**config.mk**
```make
export PLATFORM = sky130hd
export DESIGN_NAME = hs4_rx_sync
export DESIGN_NICKNAME = d
export VERILOG_FILES = /design/src/rtl/hs_pkg.sv /design/src/rtl/hs_sync.sv /design/src/rtl/hs4_rx_sync.sv
export SDC_FILE = /design/constraint.sdc
export NUM_CORES = 1
export LEC_CHECK = 0
export ABC_CLOCK_PERIOD_IN_PS = 2100
export BUFFER_PORTS_ARGS = -buffer_cell sky130_fd_sc_hd__buf_2
export CAP_MARGIN = 20
export CORE_ASPECT_RATIO = 2
export CORE_MARGIN = 4
export CORE_UTILIZATION = 55
export CTS_CLUSTER_DIAMETER = 60
export DETAILED_ROUTE_END_ITERATION = 10
export GPL_ROUTABILITY_DRIVEN = 0
export HOLD_SLACK_MARGIN = 0.05
export PLACE_DENSITY_LB_ADDON = 0.08
export SYNTH_ARGS = -nofsm -noshare
export SYNTH_HDL_FRONTEND = slang
export SYNTH_SLANG_ARGS = --single-unit
export TNS_END_PERCENT = 5
```
**constraint.sdc**
```tcl
create_clock -name clk -period 2.1 [get_ports clk]
set_input_delay 0.105 -clock clk [delete_from_list [all_inputs] [get_ports clk]]
set_output_delay 0.105 -clock clk [all_outputs]
set_load 0.02 [all_outputs]
```
**src/rtl/hs_pkg.sv**
```systemverilog
// Shared definitions for the bundled-data handshake endpoints.
//   HS_DATA_W_DEFAULT : default data width, common to the async pipeline stages
//   hs_rx_state_t     : receive-side handshake state
package hs_pkg;

    localparam int unsigned HS_DATA_W_DEFAULT = 16;

    typedef enum logic [0:0] {
        IDLE,
        ACK_HI
    } hs_rx_state_t;

endpackage

```
**src/rtl/hs_sync.sv**
```systemverilog
// N-stage reset-to-0 synchronizer for a single asynchronous handshake input.
// Ports:
//   clk   : destination clock
//   rst_n : asynchronous active-low reset, clears every stage
//   d     : asynchronous input
//   q     : synchronized output (STAGES clocks of latency)
module hs_sync #(
    parameter int unsigned STAGES = 2
) (
    input  logic clk,
    input  logic rst_n,
    input  logic d,
    output logic q
);

    logic [STAGES-1:0] sync_q;

    always_ff @(posedge clk or negedge rst_n) begin
        if (!rst_n) begin
            sync_q <= '0;
        end else begin
            sync_q <= {sync_q[STAGES-2:0], d};
        end
    end

    assign q = sync_q[STAGES-1];

endmodule

```
**src/rtl/hs4_rx_sync.sv**
```systemverilog
// Clocked receiver for the 4-phase bundled-data handshake. Synchronizes hs_req,
// captures hs_data into a show-ahead FIFO once per handshake and returns hs_ack,
// then offers the words on a valid/ready interface.
// Ports:
//   clk, rst_n : clock, asynchronous active-low reset
//   hs_req     : async request (synchronized before use)
//   hs_data    : bundled data, sampled only on a capture edge
//   hs_ack     : acknowledge, straight from a flop
//   m_valid    : FIFO non-empty
//   m_ready    : consumer takes head word
//   m_data     : FIFO head word
//   count      : FIFO occupancy
//   rx_total   : captured-word counter, wraps at 16 bits
module hs4_rx_sync
    import hs_pkg::*;
#(
    parameter int unsigned DATA_W      = HS_DATA_W_DEFAULT,
    parameter int unsigned DEPTH       = 4,
    parameter int unsigned SYNC_STAGES = 2
) (
    input  logic                       clk,
    input  logic                       rst_n,
    input  logic                       hs_req,
    input  logic [DATA_W-1:0]          hs_data,
    output logic                       hs_ack,
    output logic                       m_valid,
    input  logic                       m_ready,
    output logic [DATA_W-1:0]          m_data,
    output logic [$clog2(DEPTH):0]     count,
    output logic [15:0]                rx_total
);

    localparam int unsigned PTR_W = $clog2(DEPTH);
    localparam int unsigned CNT_W = PTR_W + 1;

    logic              req_s;
    hs_rx_state_t      state_q, state_d;
    logic              ack_q;
    logic              push, pop;
    logic [DATA_W-1:0] mem_q [DEPTH];
    logic [PTR_W-1:0]  wr_ptr_q, rd_ptr_q;
    logic [CNT_W-1:0]  count_q, count_d;
    logic [15:0]       rx_total_q;

    hs_sync #(
        .STAGES (SYNC_STAGES)
    ) u_req_sync (
        .clk   (clk),
        .rst_n (rst_n),
        .d     (hs_req),
        .q     (req_s)
    );

    // Capture only from IDLE, so a held request can never produce a second word.
    // The full check uses the pre-edge count; a same-cycle pop does not help.
    always_comb begin
        state_d = state_q;
        push    = 1'b0;
        unique case (state_q)
            IDLE: begin
                if (req_s && (count_q < CNT_W'(DEPTH))) begin
                    push    = 1'b1;
                    state_d = ACK_HI;
                end
            end
            ACK_HI: begin
                if (!req_s) begin
                    state_d = IDLE;
                end
            end
            default: state_d = IDLE;
        endcase
    end

    assign pop = m_valid && m_ready;

    always_comb begin
        count_d = count_q;
        unique case ({push, pop})
            2'b10:   count_d = count_q + CNT_W'(1);
            2'b01:   count_d = count_q - CNT_W'(1);
            default: count_d = count_q;
        endcase
    end

    always_ff @(posedge clk or negedge rst_n) begin
        if (!rst_n) begin
            state_q    <= IDLE;
            ack_q      <= 1'b0;
            wr_ptr_q   <= '0;
            rd_ptr_q   <= '0;
            count_q    <= '0;
            rx_total_q <= '0;
        end else begin
            state_q <= state_d;
            // Dedicated flop keeps hs_ack glitch-free regardless of state encoding.
            ack_q   <= (state_d == ACK_HI);
            count_q <= count_d;
            if (push) begin
                wr_ptr_q   <= wr_ptr_q + PTR_W'(1);
                rx_total_q <= rx_total_q + 16'd1;
            end
            if (pop) begin
                rd_ptr_q <= rd_ptr_q + PTR_W'(1);
            end
        end
    end

    always_ff @(posedge clk or negedge rst_n) begin
        if (!rst_n) begin
            for (int i = 0; i < int'(DEPTH); i++) begin
                mem_q[i] <= '0;
            end
        end else if (push) begin
            mem_q[wr_ptr_q] <= hs_data;
        end
    end

    assign hs_ack   = ack_q;
    assign m_valid  = (count_q != '0);
    assign m_data   = mem_q[rd_ptr_q];
    assign count    = count_q;
    assign rx_total = rx_total_q;

endmodule
```
-- Yosys cells after proc, flatten, opt, wreduce, memory -nomap -nowiden
Index checks and enable logic that the tools add are counted.
- register bits: 90
- output and inout port bits: 37
- word-level logic and storage cells: 40
- eq/ne operators: 2
- reduce and logical (&&, ||, !) cells: 5
- bitwise logic cells: 3
- add/sub/neg operators: 5
- mux-type cells: 11
- $lt $le $gt $ge: 4
- operators with widths (operator ; count):
    64-bit bitwise mux ; 1
    16-bit two-way mux ; 3
    16-bit binary-select mux with 2-bit select ; 1
    16-bit demux with 2-bit select ; 1
    16-bit by 1-bit adder with 16-bit output, second input constant ; 1
    3-bit >= comparator, second input constant ; 2
    2-bit inverter with 3-bit output ; 2
    3-bit one-hot mux with 2 select lines ; 1
    2-bit by 1-bit adder with 2-bit output, second input constant ; 2
    3-bit by 1-bit adder with 3-bit output, second input constant ; 1
    1-bit logical AND ; 3
    3-bit by 1-bit less-than comparator with 1-bit output, second input constant ; 1
    3-bit less-than comparator, second input constant ; 1
    1-bit two-way mux ; 3
    3-bit nonzero test ; 1
    3-bit by 1-bit subtractor with 3-bit output, second input constant ; 1
    2-bit by 1-bit equality test with 1-bit output, second input constant ; 1
    2-bit equality test, second input constant ; 1
    1-bit one-hot mux with 2 select lines ; 1
    2-bit nonzero test ; 1
    1-bit inverter ; 1

-- Logic depth before layout (Yosys ltp)
Gate-level depths: netlist (run 1).
- depth after elaboration: 6
- mapped depth: 9

-- Hierarchy
A second synthesis (run 1) with hierarchy kept.
- cell total of the unflattened synthesis: 258
- area, all modules: 4086.4 µm²
- modules (own cells, without submodules) (module ; instances ; sequential area each (µm²) ; cells an instance ; area each (µm²)):
    hs4_rx_sync ; 1 ; 2202.1 ; 256 ; 4036.4
    hs_sync ; 1 ; 50.0 ; 2 ; 50.0

-- Worst setup path after synthesis (run 1)
No wires, ideal clock.
- path type: reg2reg
- start point: register count_q[0], in the netlist count[0]
- end point: register count_q[2], in the netlist count[2]
- stages on the path, launching flop included: 9
- path buffers: 0
- arrival: 1924 ps
- setup slack: 42 ps
- clock period less this slack: 2058 ps
- path through: dfrtp_1 -> or3_1 -> and2_1 -> ha_1 -> inv_1 -> fa_1 -> xor2_1 -> nor2_1 -> xor2_1
- elaborated cells on any way between the ends: 12
- RTL lines (item ; line ; source):
    start: declaration ; hs4_rx_sync.sv:42 ; logic [CNT_W-1:0] count_q, count_d;
    start signal: assignment ; hs4_rx_sync.sv:98 ; count_q <= count_d;
    3-bit nonzero test * ; hs4_rx_sync.sv:120 ; assign m_valid = (count_q != '0);
    net m_valid ; hs4_rx_sync.sv:26 ; output logic m_valid,
    1-bit logical AND * ; hs4_rx_sync.sv:75 ; assign pop = m_valid && m_ready;
    net pop ; hs4_rx_sync.sv:39 ; logic push, pop;
    2-bit by 1-bit equality test with 1-bit output or 2-bit equality test (tied branches) ; hs4_rx_sync.sv:79 ; unique case ({push, pop})
    3-bit one-hot mux with 2 select lines or 2-bit nonzero test (tied branches) ; - ;
Mark *: on every way through the listed nets, which the timed path passes. The rest lies on a longest branch.
A chain may end at the register's enable or synchronous reset.

-- Worst setup path after layout (run 1)
- start point: register count_q[1], in the netlist count[1]
- end point: register count_q[2], in the netlist count[2]
- elaborated cells on any way between the ends: 12
- RTL lines (item ; line):
    3-bit nonzero test * ; hs4_rx_sync.sv:120
    1-bit logical AND * ; hs4_rx_sync.sv:75
    net pop ; hs4_rx_sync.sv:39
    2-bit by 1-bit equality test with 1-bit output or 2-bit equality test (tied branches) ; hs4_rx_sync.sv:79
    3-bit one-hot mux with 2 select lines or 2-bit nonzero test (tied branches) ; -
Marked as above.

==> metrics.cfg, run 1 <==
[pwr]
p_int_uw = 4830
combPwrFrac = 0.400
switching_share = 0.333
ir_drop_v = 0.000949
p_sw_uw = 2410
power_density_nw_per_um2 = 1500
p_leak_uw = 0.00224
clkPwrFrac = 0.202
sequentialPowerShare = 0.398
power_uw = 7240

[worst_setup_path]
cp-endpoint = count[2]$_DFFE_PN0P_
cp_max_fo = 3
critPathMaxStageDelay_ns = 0.39
crit_type = flop to flop
arrival_ns = 2.14
ff2ff_path_depth = 8
crit_top_cell = xor2_1
critPathLaunchType = flop
reg2reg_to = count[2]$_DFFE_PN0P_
path_buf_inv = 1
setup.worst_path.start = count[1]$_DFFE_PN0P_
end_kind = flop
cp_cell_sequence = or3_1, and2_1, ha_1, inv_1, fa_1, xor2_1, nor2_1, xor2_1
rrSetupSlack_ns = 0.17
slowest_stage = dfrtp_1
cp_num_cells = 8
critPathTopFamily = simple AND/OR/NAND/NOR gates
required_ns = 2.31
r2r-start = count[1]$_DFFE_PN0P_

[finish]
drive_above_1_share = 0.457
diodes = 0
area_growth_syn_to_layout_pct = 21.1
nNetsFinal = 362
mostFrequentLayoutCells = dfrtp_1, mux2_2, buf_2
final_common_cell = dfrtp_1
fin_util = 0.689

[drt]
drt-vias-per-instance = 5.41
route.detailed.drc = 0
wl_um = 7570
post_drt_wl_per_cell_um = 17.6
drtIter0Drc = 68
vias = 2321
antenna_left = 0
drt_pre_antenna_iters = 4

[floorplan]
coreArea_um2 = 6990
die_x_um = 68.1
die_h_um = 128
dieArea_um2 = 8740
row_count = 43
start_util = 0.569
io_pins = 57

[timing]
tns_ns = 0
slew-limit-headroom = 0.572
rsz0062_at_grt = no
min_period_over_period = 0.920
max_freq_ghz = 0.518
post-route-min-period_ns = 1.93
finalHoldViolCount = 0
fin_hold_ws_ns = 0.0615
setup_viol = 0
worst_pin_slew_ns = 0.643
slew_violations = 0
worst_clock_skew_ns = 0.00453

[min_path]
min_path_type = input port to flop

[cts]
clock_sinks = 90
ctsResizeCount = 0
clk_latency_ns = 0.33
cts_buffers = 9
clockRootBuffer = clkbuf_16
ctsHtreeMaxLevel = 3
clk_path_buf_depth = 2
path_clk_slew_ns = 0.06
tritoncts = built

[logic_synthesis]
syn-num-nets = 284
ys.warnings.count = 0
synth-seq-cells = 90
yosysUniqueCellTypes = 30
synth_area_um2 = 3980
netlist_instances = 257
ys_seq_area_frac = 0.566
avgSynthCellArea_um2 = 15.5

[grt]
antenna_found_initial = 0
grt_max_degree = 51
gr-total-overflow = 0
grt_pass1_wl_um = 12400
grt_pass1_vias = 2546
track_usage = 0.195

[placed_design]
io_buffer_count = 56
dp_hpwl_um = 5260

[run_status]
outcome = finished clean

[flow_run]
maxCapViolCount = 0

-- kinds of logic (layout without fill, tap and decap cells) --
family / Yosys count / in the layout / share of synthesized area
fa+ha+maj: 7 / 7 / 0.0239
flops: 90 / 90 / 0.566
simple gates: 35 / 35 / 0.0528
buf+inv: 20 / 102 / 0.0305
compound gates: 2 / 2 / 0.00315
mux: 82 / 82 / 0.277
xor+xnor: 21 / 21 / 0.0462
-- power groups by stage --
stage / clock network [uW] / registers [uW] / logic, uW
global route: 1570 / 2980 / 3130
detailed placement: 0 / 2920 / 2920
CTS: 1490 / 2890 / 2960
floorplan: 0 / 2860 / 2100
finish: 1460 / 2880 / 2900
global placement: 0 / 2870 / 2870
-- Yosys cell counts --
library cell,count,area [um^2]
nand4_1,4,25.0
buf_8,1,15.0
mux2_1,10,113
buf_2,6,30.0
nor3b_2,1,12.5
dfrtp_1,90,2250
nor2_1,4,15.0
buf_4,4,30.0
mux4_2,16,360
nor2_2,1,6.26
mux2_2,55,619
fa_1,1,20.0
inv_6,1,8.76
or3_1,1,6.26
o21ai_0,1,5.00
and4_1,3,26.3
xnor2_1,12,105
nor4_4,1,21.3
buf_6,1,11.3
nor3_1,1,5.00
mux2i_1,1,10.0
and2_1,5,31.3
inv_1,6,22.5
buf_1,1,3.75
ha_1,6,75.1
xor2_1,9,78.8
and3_1,2,12.5
nand2_1,9,33.8
nand3_1,3,15.0
a21boi_0,1,7.51
-- state kept, by name, indices dropped and copies added (netlist names) --
name and cells:
count 3, hs_ack 1, mem_q 64, rd_ptr_q 2
rx_total 16, u_req_sync.sync_q 2, wr_ptr_q 2
-- timing repair --
action	in CTS	in global routing
hold endpoints to repair	83	0
buffers inserted	0	0
setup endpoints to repair	0	0
hold buffers	13	0
-- metrics by stage --
| stage | setup slack [ns] | cells | area [um^2] |
|---|---|---|---|
| final | 0.169 | 429 | 4820 |
| after global routing | 0.0172 | 429 | 4820 |
| after CTS | 0.155 | 429 | 4820 |
| after detailed placement | 0.170 | 401 | 4420 |
| after global placement | 0.211 | 401 | 4420 |
| after floorplan | 0.0416 | 257 | 3980 |
-- layer usage --
| metal | vias up | wire length (um) | global-route usage | share of wire |
|---|---|---|---|---|
| met2 | 44 | 4270 | 0.343 | 0.56 |
| met4 | 0 | 152 | 0.0715 | 0.020 |
| met3 | 12 | 259 | 0.0482 | 0.034 |
| met5 | - | 0 | 0 | 0 |
| li1 | 1062 | - | - | - |
| met1 | 1203 | 2890 | 0.219 | 0.38 |
-- worst min-delay path by stage --
| stage | end | slack [ns] | from | depth (start not counted) |
|---|---|---|---|---|
| 3_5_place_dp | mem_q[44]$_DFFE_PN0P_ | 0.17 | rst_n | 1 |
| 2_1_floorplan | count[0]$_DFFE_PN0P_ | -0.19 | rst_n | 0 |
| 6_report | mem_q[23]$_DFFE_PN0P_ | 0.06 | hs_data[7] | 2 |
| 5_1_grt | mem_q[46]$_DFFE_PN0P_ | 0.05 | hs_data[14] | 2 |
| 4_1_cts | mem_q[16]$_DFFE_PN0P_ | 0.05 | hs_data[0] | 2 |
| 3_3_place_gp | mem_q[60]$_DFFE_PN0P_ | 0.17 | rst_n | 1 |
-- area by class of cell --
cell class | count | area (um^2)
Inverter | 7 | 31.3
Timing Repair Buffer | 80 | 546
Clock inverter | 2 | 12.5
Tap cell | 90 | 113
Fill cell | 517 | 2180
Sequential cell | 90 | 2250
Clock buffer | 13 | 260
Multi-Input combinational cell | 147 | 1600
-- worst reg2reg max path, stage by stage, from the launching register on --
cell	delay, ns
dfrtp_1	0.39
or3_1	0.39
and2_1	0.21
ha_1	0.22
inv_1	0.07
fa_1	0.17
xor2_1	0.16
nor2_1	0.07
xor2_1	0.14
Power figures use the tool's default switching activity.
==> run 2, diff against run 1 <==
PLACE_DENSITY_LB_ADDON = 0.25   (was 0.08)
==> run 2 against run 1 <==
Effect of this change:
- clock skew is 0.00068 ns lower
- power grew 2.6%
- sequential share of layout area shrank 0.88 points
- register-to-register slack lost 0.02 ns
- via count increased by 0.99%
- die area is the same
- critical path depth is the same
- worst setup slack worse by 0.018 ns
- global-route usage increased by 0.23 points
- fmax is 0.92% lower
- cell count up 0.93%
==> metrics.cfg, run 2 (same netlist as run 1, synthesis figures left out) <==
[cts]
tritoncts = built  ; unchanged
clk_path_buf_depth = 2  ; unchanged
clockRootBuffer = clkbuf_16  ; unchanged
cts_buffers = 9  ; unchanged
clk_latency_ns = 0.34  ; was 0.33 ns
ctsHtreeMaxLevel = 3  ; unchanged
post-cts-setup-buffers = 0  ; unchanged
clock_sinks = 90  ; unchanged
path_clk_slew_ns = 0.06  ; about the same

[grt]
track_usage = 0.197  ; was 0.195
grt_max_degree = 80  ; was 51
antenna_found_initial = 0  ; unchanged
grt_pass1_vias = 2611  ; was 2546
gr-total-overflow = 0  ; unchanged
grt_pass1_wl_um = 12600  ; was 12400 um

[finish]
mostFrequentLayoutCells = dfrtp_1, mux2_2, buf_2  ; unchanged
final_common_cell = dfrtp_1  ; unchanged
top_register = mem_q  ; unchanged
diodes = 0  ; unchanged
drive_above_1_share = 0.455  ; was 0.457
finalInstanceArea_um2 = 4910  ; was 4820 um^2
area_growth_syn_to_layout_pct = 23.5  ; was 21.1%
fin_util = 0.702  ; was 0.689
largest_register_ff_count = 64  ; unchanged
nNetsFinal = 365  ; was 362

[worst_setup_path]
required_ns = 2.32  ; was 2.31 ns
cp-endpoint = count[2]$_DFFE_PN0P_  ; unchanged
reg2reg_to = count[2]$_DFFE_PN0P_  ; unchanged
crit_type = flop to flop  ; unchanged
setup.worst_path.start = count[0]$_DFFE_PN0P_  ; was count[1]$_DFFE_PN0P_
critPathLaunchType = flop  ; unchanged
ff2ff_path_depth = 8  ; unchanged
rrSetupSlack_ns = 0.15  ; was 0.17 ns
r2r-start = count[0]$_DFFE_PN0P_  ; was count[1]$_DFFE_PN0P_
arrival_ns = 2.17  ; was 2.14 ns
end_kind = flop  ; unchanged
cp_max_fo = 4  ; was 3

[floorplan]
start_util = 0.569  ; unchanged
row_count = 43  ; unchanged
die_h_um = 128  ; unchanged
dieArea_um2 = 8740  ; unchanged
io_pins = 57  ; unchanged
coreArea_um2 = 6990  ; unchanged
die_x_um = 68.1  ; unchanged

[timing]
tns_ns = 0  ; unchanged
max_freq_ghz = 0.513  ; was 0.518 GHz
post-route-min-period_ns = 1.95  ; was 1.93 ns
setup_slack_ns = 0.151  ; was 0.169 ns
worst_pin_slew_ns = 0.488  ; was 0.643 ns
min_period_over_period = 0.928  ; was 0.920
worst_clock_skew_ns = 0.00385  ; was 0.00453 ns
rsz0062_at_grt = no  ; unchanged
finalHoldViolCount = 0  ; unchanged
slew_violations = 0  ; unchanged
slew-limit-headroom = 0.675  ; was 0.572
setup_viol = 0  ; unchanged

[pwr]
p_leak_uw = 0.00228  ; was 0.00224 uW
power_uw = 7430  ; was 7240 uW
p_sw_uw = 2450  ; was 2410 uW
switching_share = 0.330  ; was 0.333
sequentialPowerShare = 0.390  ; was 0.398
power_density_nw_per_um2 = 1510  ; was 1500 nW/um^2
p_int_uw = 4980  ; was 4830 uW
ir_drop_v = 0.00108  ; was 0.000949 V
clkPwrFrac = 0.218  ; was 0.202
combPwrFrac = 0.393  ; was 0.400

[run_status]
outcome = finished clean  ; unchanged

[placed_design]
dp_hpwl_um = 5020  ; was 5260 um
dpl_cell_area_um2 = 4430  ; was 4420 um^2
io_buffer_count = 56  ; unchanged
pre_cts_ws_ns = 0.154  ; was 0.170 ns

[drt]
drtIter0Drc = 75  ; was 68
antenna_left = 0  ; unchanged
drt_pre_antenna_iters = 4  ; unchanged
vias = 2344  ; was 2321
drt-vias-per-instance = 5.41  ; about the same
wl_um = 7380  ; was 7570 um
route.detailed.drc = 0  ; unchanged
post_drt_wl_per_cell_um = 17.0  ; was 17.6 um

[min_path]
min_path_type = input port to flop  ; unchanged

[flow_run]
maxCapViolCount = 0  ; unchanged

run 2: changes by cell type in the layout (fill, tap and decap cells not counted):
cell and delta:
buf_12 +2, buf_4 -4, bufinv_16 +1, clkbuf_1 -2, clkinv_2 +2, dlygate4sd3_1 +5
run 2: power groups by stage:
stage	Combinational (uW)	Sequential [uW]	Clock [uW]
after floorplan	2100	2860	0
after CTS	2970	2910	1660
after global placement	2860	2890	0
final	2920	2900	1620
after global routing	3170	3000	1740
after detailed placement	2940	2940	0
run 2: how the worst min path moves through the flow:
stage	cells after the start	slack, ns	start	to
after floorplan	0	-0.19	rst_n	count[0]$_DFFE_PN0P_
after detailed placement	1	-0.04	rst_n	mem_q[25]$_DFFE_PN0P_
after global placement	1	-0.04	rst_n	mem_q[25]$_DFFE_PN0P_
after global routing	3	0.16	m_ready	rd_ptr_q[0]$_DFFE_PN0P_
final	3	0.13	m_ready	rd_ptr_q[0]$_DFFE_PN0P_
after CTS	3	0.12	m_ready	rd_ptr_q[0]$_DFFE_PN0P_
run 2: area by class of cell:
class                      count  area, um^2
sequential                    90        2250
fill                         516        2080
multi-input combinational    147        1600
timing repair buffer          83         606
clock buffer                  11         253
tap                           90         113
clock inverter                 5        52.6
inverter                       7        31.3
run 2: layer usage:
layer  vias to the layer above  GRT usage  routed length [um]
li1                       1074          -                   -
met1                      1213      0.226                2860
met2                        46      0.344                4110
met3                        11     0.0482                 294
met4                         0     0.0703                 116
met5                         -          0                   0
run 2: stage by stage:
step	std cells	hold slack, ns
after floorplan	257	-0.191
after global placement	399	-0.0444
after detailed placement	399	-0.0367
after CTS	433	0.115
after global routing	433	0.158
final	433	0.127
run 2: timing repair:
item,in CTS,in global routing
setup endpoints to repair,0,0
resized for setup,0,0
hold endpoints to repair,152,0
hold buffers,18,0
run 2: critical path, cell delays in order, from the launching register on:
cell and delay, ns:
dfrtp_1 0.42, or3_1 0.37, and2_1 0.20, ha_1 0.22, inv_1 0.07, fa_1 0.19
xor2_1 0.16, nor2_1 0.06, xor2_1 0.14
==> run 3, diff against run 2 <==
PLACE_DENSITY = 0.84   (was default)
PLACE_DENSITY_LB_ADDON = default   (was 0.25)
==> run 3 against run 2 <==
Effect of this change:
- global-route usage down 0.40 points
- critical path depth up 1
- combinational power down 1%
- flip-flop and latch count unchanged
- via count down 3.5%
- sequential share of layout area up 1.0 points
- critical path type unchanged
==> metrics.cfg, run 3 (same netlist as run 1, synthesis figures left out) <==
[placed_design]
placed_cells = 398  ; was 399
pre_cts_ws_ns = 0.166  ; was 0.154 ns
io_buffer_count = 56  ; unchanged
dp_hpwl_um = 5120  ; was 5020 um

[worst_setup_path]
cp-endpoint = count[2]$_DFFE_PN0P_  ; unchanged
ff2ff_path_depth = 9  ; was 8
r2r-start = u_req_sync.sync_q[1]$_DFF_PN0_  ; was count[0]$_DFFE_PN0P_
critPathLaunchType = flop  ; unchanged
crit_top_cell = xor2_1  ; unchanged
rrSetupSlack_ns = 0.18  ; was 0.15 ns
required_ns = 2.35  ; was 2.32 ns
crit_type = flop to flop  ; unchanged
critPathTopFamily = adder cells  ; was simple AND/OR/NAND/NOR gates
end_kind = flop  ; unchanged
cp_max_fo = 13  ; was 4
critPathMaxStageDelay_ns = 0.37  ; was 0.42 ns
slowest_stage = dfrtp_1  ; unchanged
arrival_ns = 2.17  ; about the same
path_buf_inv = 3  ; was 1
cp_num_cells = 9  ; was 8
setup.worst_path.start = u_req_sync.sync_q[1]$_DFF_PN0_  ; was count[0]$_DFFE_PN0P_
cp_cell_sequence = nor3b_2, buf_4, inv_6, ha_1, inv_1, fa_1, xor2_1, nor2_1, xor2_1  ; was or3_1, and2_1, ha_1, inv_1, fa_1, xor2_1, nor2_1, xor2_1
reg2reg_to = count[2]$_DFFE_PN0P_  ; unchanged

[cts]
tritoncts = built  ; unchanged
cts_buffers = 9  ; unchanged
ctsResizeCount = 0  ; unchanged
path_clk_slew_ns = 0.06  ; about the same
clock_sinks = 90  ; unchanged
ctsHtreeMaxLevel = 3  ; unchanged
clk_path_buf_depth = 2  ; unchanged
hold_buffers = 14  ; was 18
clockRootBuffer = clkbuf_16  ; unchanged
clk_latency_ns = 0.33  ; was 0.34 ns
post-cts-setup-buffers = 0  ; unchanged

[finish]
fin_util = 0.687  ; was 0.702
diodes = 0  ; unchanged
drive_above_1_share = 0.451  ; was 0.455
fin_cells = 427  ; was 433
fillers = 511  ; was 516
nNetsFinal = 360  ; was 365
mostFrequentLayoutCells = dfrtp_1, mux2_2, buf_2  ; unchanged
final_common_cell = dfrtp_1  ; unchanged
top_register = mem_q  ; unchanged
area_growth_syn_to_layout_pct = 20.8  ; was 23.5%
largest_register_ff_count = 64  ; unchanged

[pwr]
clkPwrFrac = 0.205  ; was 0.218
sequentialPowerShare = 0.398  ; was 0.390
p_int_uw = 4860  ; was 4980 uW
switching_share = 0.329  ; was 0.330
p_leak_uw = 0.00224  ; was 0.00228 uW
combPwrFrac = 0.397  ; was 0.393
power_density_nw_per_um2 = 1510  ; about the same
ir_drop_v = 0.000805  ; was 0.00108 V
p_sw_uw = 2380  ; was 2450 uW

[timing]
tns_ns = 0  ; unchanged
setup_viol = 0  ; unchanged
slew_violations = 0  ; unchanged
max_freq_ghz = 0.520  ; was 0.513 GHz
rsz0062_at_grt = no  ; unchanged
worst_pin_slew_ns = 0.498  ; was 0.488 ns
min_period_over_period = 0.915  ; was 0.928
worst_clock_skew_ns = 0.00535  ; was 0.00385 ns
post-route-min-period_ns = 1.92  ; was 1.95 ns
setup_slack_ns = 0.178  ; was 0.151 ns
slew-limit-headroom = 0.668  ; was 0.675
finalHoldViolCount = 0  ; unchanged

[drt]
drt_pre_antenna_iters = 4  ; unchanged
post_drt_wl_per_cell_um = 17.1  ; was 17.0 um
vias = 2262  ; was 2344
wl_um = 7290  ; was 7380 um
drtIter0Drc = 37  ; was 75
route.detailed.drc = 0  ; unchanged
drt-vias-per-instance = 5.30  ; was 5.41
antenna_left = 0  ; unchanged

[floorplan]
die_x_um = 68.1  ; unchanged
row_count = 43  ; unchanged
die_h_um = 128  ; unchanged
coreArea_um2 = 6990  ; unchanged
io_pins = 57  ; unchanged
start_util = 0.569  ; unchanged
dieArea_um2 = 8740  ; unchanged

[run_status]
outcome = finished clean  ; unchanged

[min_path]
min_path_type = input port to flop  ; unchanged
min-delay-start = hs_data[13]  ; was m_ready

[grt]
grt_max_degree = 53  ; was 80
grt_pass1_wl_um = 12300  ; was 12600 um
track_usage = 0.193  ; was 0.197
gr-total-overflow = 0  ; unchanged
grt_pass1_vias = 2501  ; was 2611
antenna_found_initial = 0  ; unchanged

[flow_run]
maxCapViolCount = 0  ; unchanged

==> run 3: power by group through the flow <==
stage	registers, uW	logic [uW]	clock network (uW)
3_5_place_dp	2910	2910	0
3_3_place_gp	2850	2830	0
2_1_floorplan	2860	2100	0
6_report	2880	2880	1480
5_1_grt	2980	3120	1600
4_1_cts	2890	2950	1530
==> run 3: worst min path at each step <==
stage	to	slack (ns)	depth (start not counted)
after floorplan	count[0]$_DFFE_PN0P_	-0.19	0
after global placement	mem_q[51]$_DFFE_PN0P_	0.11	1
after detailed placement	mem_q[39]$_DFFE_PN0P_	0.11	1
after CTS	mem_q[8]$_DFFE_PN0P_	0.06	2
after global routing	mem_q[1]$_DFFE_PN0P_	0.06	2
final	mem_q[45]$_DFFE_PN0P_	0.06	2
==> run 3: area by class of cell <==
class	count	area, um^2	area share
Multi-Input combinational cell	147	1600	0.334
Timing Repair Buffer	78	520	0.108
Clock inverter	1	8.76	0.00182
Inverter	7	31.3	0.00651
Tap cell	90	113	0.0234
Sequential cell	90	2250	0.469
Clock buffer	14	274	0.0570
==> run 3: per-stage QoR <==
step                hold WS (ns)  cell area, um^2  total power (uW)
finish                    0.0638             4800              7240
global route              0.0619             4800              7700
CTS                       0.0573             4800              7370
detailed placement         0.109             4380              5830
global placement           0.105             4380              5680
floorplan                 -0.191             3980              4960
==> run 3: metal layers <==
metal	global-route usage	routed length, um
met4	0.0821	138
met2	0.327	4090
met1	0.226	2790
met3	0.0482	266
met5	0	0
